===== config.mk =====
export PLATFORM = sky130hd
export DESIGN_NAME = tl_cntr_flat
export DESIGN_NICKNAME = d
export VERILOG_FILES = /design/src/rtl/tl_cntr_if.sv /design/src/rtl/tl_cntr.sv /design/src/flat_wrapper.sv
export SDC_FILE = /design/constraint.sdc
export NUM_CORES = 1
export LEC_CHECK = 0
export BUFFER_PORTS_ARGS = -buffer_cell sky130_fd_sc_hd__clkbuf_2
export CAP_MARGIN = 5
export CORE_AREA = 2 2 39 41
export DETAILED_ROUTE_END_ITERATION = 10
export DIE_AREA = 0 0 41 43
export PLACE_DENSITY = 0.33
export SLEW_MARGIN = 20
export SYNTH_ARGS = -nofsm -noshare
export SYNTH_HDL_FRONTEND = slang
export SYNTH_SLANG_ARGS = --single-unit
export TNS_END_PERCENT = 50

===== constraint.sdc =====
create_clock -name clk -period 2.45 [get_ports clk]
set_input_delay 0.735 -clock clk [delete_from_list [all_inputs] [get_ports clk]]
set_output_delay 0.735 -clock clk [all_outputs]
set_load 0.05 [all_outputs]

===== src/rtl/tl_cntr_if.sv =====
// Sensor/light bundle between the intersection environment and the
// two-road traffic light controller.
//   master : the environment side (drives sensors, observes lights)
//   slave  : the controller side (samples sensors, drives lights)
interface tl_cntr_if;
    logic       Ta;   // 1 = traffic present on road A
    logic       Tb;   // 1 = traffic present on road B
    logic [1:0] La;   // road A light: 00 green, 01 yellow, 10 red
    logic [1:0] Lb;   // road B light: same encoding as La

    modport master (
        output Ta,
        output Tb,
        input  La,
        input  Lb
    );

    modport slave (
        input  Ta,
        input  Tb,
        output La,
        output Lb
    );
endinterface


===== src/rtl/tl_cntr.sv =====
// Two-road traffic light controller (road A / road B), Moore FSM.
// The 2-bit state register is updated from explicit next-state equations,
// and the light heads are decoded from the state register alone.
//
// Build option:
//   TL_CNTR_STATE_OUT_EN - when defined, exposes the current state register
//                          (S1:S0) on output port "state" for debug.
//
// Note: reset_n is active HIGH despite its name; it is sampled on the
// rising edge of clk and takes priority over the sensors.
module tl_cntr (
    input  logic       clk,
    input  logic       reset_n,
    tl_cntr_if.slave   tl
`ifdef TL_CNTR_STATE_OUT_EN
    ,
    output logic [1:0] state
`endif
);

    typedef enum logic [1:0] {
        S0 = 2'b00,   // A green,  B red
        S1 = 2'b01,   // A yellow, B red
        S2 = 2'b10,   // A red,    B green
        S3 = 2'b11    // A red,    B yellow
    } state_t;

    state_t state_reg;
    state_t state_next;

    // Individual state bits, named to match the next-state/output equations.
    logic s1;
    logic s0;
    logic s1_next;
    logic s0_next;

    assign s1 = state_reg[1];
    assign s0 = state_reg[0];

    // State register: reset forces S0 on the edge it is sampled.
    always_ff @(posedge clk) begin
        if (reset_n) begin
            state_reg <= S0;
        end else begin
            state_reg <= state_next;
        end
    end

    // Next-state logic: greens hold while their sensor is 1, yellows last one cycle.
    always_comb begin
        s1_next    = 1'b0;
        s0_next    = 1'b0;
        s1_next    = s1 ^ s0;
        s0_next    = (~s1 & ~s0 & ~tl.Ta) | (s1 & ~s0 & ~tl.Tb);
        state_next = state_t'({s1_next, s0_next});
    end

    // Output decode from the state register only; code 2'b11 never appears.
    always_comb begin
        tl.La    = 2'b10;
        tl.Lb    = 2'b10;
        tl.La[1] = s1;
        tl.La[0] = ~s1 & s0;
        tl.Lb[1] = ~s1;
        tl.Lb[0] = s1 & s0;
    end

`ifdef TL_CNTR_STATE_OUT_EN
    // Debug view of the state register.
    always_comb begin
        state = state_reg;
    end
`endif

endmodule


===== src/flat_wrapper.sv =====
// flat-port wrapper written by rule: the top's interface ports become plain ports
module tl_cntr_flat 
  (clk, reset_n, tl_Ta, tl_Tb, tl_La, tl_Lb);
  tl_cntr_if tl_i ();
  input  logic clk;
  input  logic reset_n;
  input wire logic [$bits(tl_i.Ta)-1:0] tl_Ta;
  input wire logic [$bits(tl_i.Tb)-1:0] tl_Tb;
  output wire logic [$bits(tl_i.La)-1:0] tl_La;
  output wire logic [$bits(tl_i.Lb)-1:0] tl_Lb;
  assign tl_i.Ta = tl_Ta;
  assign tl_i.Tb = tl_Tb;
  assign tl_La = tl_i.La;
  assign tl_Lb = tl_i.Lb;
  tl_cntr u_core (.clk(clk), .reset_n(reset_n), .tl(tl_i));
endmodule

=== Yosys cells after proc, flatten, opt, wreduce, memory -nomap -nowiden ===
Cells that the tools add are included.

* Logic and storage cells: 13
* Register bits: 2
* Output and inout port bits: 4
* Input bits: 4

* Bitwise gates (word level): 12

{| class="wikitable"
|+ Operator list
! operator !! count
|-
| $and 1x1->1 || 6
|-
| $not 1->1 || 4
|-
| $or 1x1->1 || 1
|-
| $xor 1x1->1 || 1
|}

=== Logic depth before layout (Yosys ltp) ===
* Depth in word-level cells: 4
* Depth in mapped cells: 4
* Gate-level depth less buffers: 4

=== Worst setup path after synthesis ===
OpenSTA, ideal clock, no wires.

* Path kind: reg2out
* Start: register u_core.state_reg[1]
* End: output port tl_La[0]
* Buffers on the path: 0
* Slack: 0.507 ns
* Data arrival time: 1.208 ns
* Required time: 1.715 ns
* Cell stages (with the launch flop): 3
* Cell sequence: dfxtp_1 -> inv_1 -> ha_1

* Word-level cells in the longest chain between the ends: 2

{| class="wikitable"
|+ Ends and longest elaborated chain
! element !! RTL line !! RTL
|-
| start, declared || tl_cntr.sv:28 || <nowiki>state_t state_reg;</nowiki>
|-
| start signal, assigned || tl_cntr.sv:45 || <nowiki>state_reg <= state_next;</nowiki>
|-
| $not 1->1 || - ||
|-
| net tl_Lb[1] || flat_wrapper.sv:10 || <nowiki>output wire logic [$bits(tl_i.Lb)-1:0] tl_Lb;</nowiki>
|-
| $and 1x1->1 || tl_cntr.sv:63 || <nowiki>tl.La[0] = ~s1 & s0;</nowiki>
|-
| end, declared || flat_wrapper.sv:9 || <nowiki>output wire logic [$bits(tl_i.La)-1:0] tl_La;</nowiki>
|}

The timed path passes the listed nets, and every way through them passes these cells.

=== Final worst setup path ===
* Start: register u_core.state_reg[1]
* End: output port tl_La[0]

* Word-level cells in the longest chain between the ends: 2

{| class="wikitable"
|+ Ends and longest elaborated chain
! element !! RTL line
|-
| $not 1->1 || tl_cntr.sv:63
|-
| $and 1x1->1 || tl_cntr.sv:63
|}

Every way passes these cells.

==> results.toml <==
[timing]
slew_headroom_pct = 81.6
final.setup.tns_ps = 0
fmax_mhz = 543
skew_ps = 0.469
fin_crit_sh_pct = 75.1
rsz0062_at_grt = "false"
drv_slew = 0
hold_violations = 0
finalCriticalPeriod_ps = 1840
tightestPinTransition_ps = 278
setup_viol = 0

[cells_and_area]
syn_to_final_growth_pct = 52.8
drive_gt1_share_pct = 50.0
largest_register_ffs = 2
multiInputGateArea_um2 = 77.6
regArea_um2 = 40.0
most-common-layout-cells = "clkbuf_2, ha_1, clkbuf_4"
layout_commonest_cell = "clkbuf_2"
fillerInstances = 156
fin_nets = 32
antennaDiodeCount = 0

[job]
cap_violations = 0

[global_routing]
grt_pass1_wl_um = 407
grt_max_degree = 5
grt_use_total_pct = 4.60
grt_overflow = 0
antenna_found_initial = 0
grt_pass1_vias = 104

[worst_setup_path]
cp_max_fo = 4
r2r_end = "u_core.state_reg[1]"
cp-end-kind = "output pin"
setup.worst_path.class = "reg -> out"
rr_worst_depth = 3
max_stage_delay_ps = 360
crit_path_start_kind = "register"
path_cells = "inv_1, ha_1, clkbuf_2"
worstPathRequired_ps = 1710
critical_path_arrival_ps = 1110
regToRegSetupSlack_ps = 1480
slowest_stage = "dfxtp_1"
reg2reg_from = "u_core.state_reg[1]"

[cts]
cts_tree = "done"
cts_max_path_buffers = 2
clkTransAtPathRegs_ps = 30
cts_sinks = 2
worstSkewPairLatency_ps = 220
htreeDepth = 1
numCtsBuffers = 3
cts_root_buffer = "clkbuf_4"
cts_resized = 0
hold_buffers = 0
post_cts_buffers = 0

[power_and_ir_drop]
p_switching_uw = 57.1
pwr-share-seq_pct = 25.1
power-per-cell-area_nw_per_um2 = 794
pwr-share-clk_pct = 44.9
power_leakage_nw = 0.103
swShare_pct = 35.5
p_int_uw = 104
ir_drop_mv = 0.134
power_uw = 161
comb_power_share_pct = 30.0

[yosys]
yosys.area.top_type = "ha_1"
ys_seq_area_share_pct = 30.2
synthesis.area_um2 = 133
synth_cell_types = 7
ys_ff_latch = 2
synth_nets = 21
avgSynthCellArea_um2 = 10.2
netlist_instances = 13
synth_top_area_share_pct = 37.7
yosysWarnings = 0
synthTopCellsByArea = "ha_1, dfxtp_1, nand2b_1"

[place]
gp_congestion = 0.594
port_buffers = 7

[drt]
drt-total-wl_um = 252
drt-pass1-iter-count = 2
num_vias = 104
ant_nets = 0
drt-initial-drc-count = 1
vias_per_cell = 2.74
drcViolationCount = 0
wl_per_cell_um = 6.63

[hold_path]
hold-path-cell-count = 3
min_path_type = "reg -> reg"
min_from = "u_core.state_reg[0]"
holdPathEnd = "u_core.state_reg[1]"

[die]
ioPinCount = 8
core_area_um2 = 1380
start_util_pct = 9.58
dieWidth_um = 41
die_y_um = 43
row_count = 14
die_area_um2 = 1760

[status]
outcome = "complete, no violations"
-- worst max-delay path by stage --
| stage | startpoint | to | slack, ps | cells past startpoint |
|---|---|---|---|---|
| 2_1_floorplan | u_core.state_reg[1] | tl_La[0] | 510 | 2 |
| 3_3_place_gp | u_core.state_reg[1] | tl_La[0] | 870 | 3 |
| 3_5_place_dp | u_core.state_reg[1] | tl_La[0] | 830 | 3 |
| 4_1_cts | u_core.state_reg[1] | tl_La[0] | 590 | 3 |
| 5_1_grt | u_core.state_reg[1] | tl_La[0] | 530 | 3 |
| 6_report | u_core.state_reg[1] | tl_La[0] | 610 | 3 |
-- power groups by stage --
stage / Combinational [mW] / Sequential, mW / Clock [mW]
floorplan: 0.0418 / 0.0402 / 0
global placement: 0.0487 / 0.0403 / 0
detailed placement: 0.0490 / 0.0410 / 0
CTS: 0.0493 / 0.0405 / 0.0786
global route: 0.0535 / 0.0412 / 0.0811
finish: 0.0484 / 0.0404 / 0.0722
-- metrics by stage --
| stage | cell area [um2] | utilization, % | setup slack (ps) | std cells | hold slack, ps |
|---|---|---|---|---|---|
| final | 203 | 14.6 | 610 | 38 | 654 |
| after global routing | 203 | 14.6 | 534 | 38 | 697 |
| after CTS | 203 | 14.6 | 588 | 38 | 664 |
| after detailed placement | 180 | 13.0 | 835 | 35 | 660 |
| after global placement | 180 | 13.0 | 869 | 35 | 624 |
| after floorplan | 133 | - | 507 | 13 | 608 |
-- cells by family after synthesis --
kind of cell | synth area share (%)
adders and majority gates | 37.7
buffers and inverters | 11.3
and+or+nand+nor | 14.2
DFF | 30.2
AOI/OAI and AO/OA | 6.60
-- worst max-delay path: cells and delay by family (launching register included) --
| kind | cells | cell delay, ps |
|---|---|---|
| flip-flops | 1 | 360 |
| buffers and inverters | 2 | 330 |
| adder cells (fa/ha/maj) | 1 | 200 |
-- per-layer routing --
layer	routed length (um)	track usage [%]	part of all wire (%)	vias to the layer above
li1	-	-	-	57
met1	144	4.78	57	39
met2	65	3.13	26	8
met3	42	6.28	17	0
met4	0	6.00	0	0
met5	0	0	0	-
-- synth_stat cells --
master / count
ha_1: 4
dfxtp_1: 2
inv_1: 2
a21oi_2: 1
buf_4: 1
nor2b_1: 1
nand2b_1: 2
-- final cells by class --
type                    count  share of cell area, %
multi-input cells           8                   38.3
flip-flops and latches      2                   19.8
repair buffers              7                   17.3
clock buffers               3                   11.1
well taps                  16                   9.88
inverters                   2                   3.70
No activity file was read; power rests on OpenSTA's default activity.
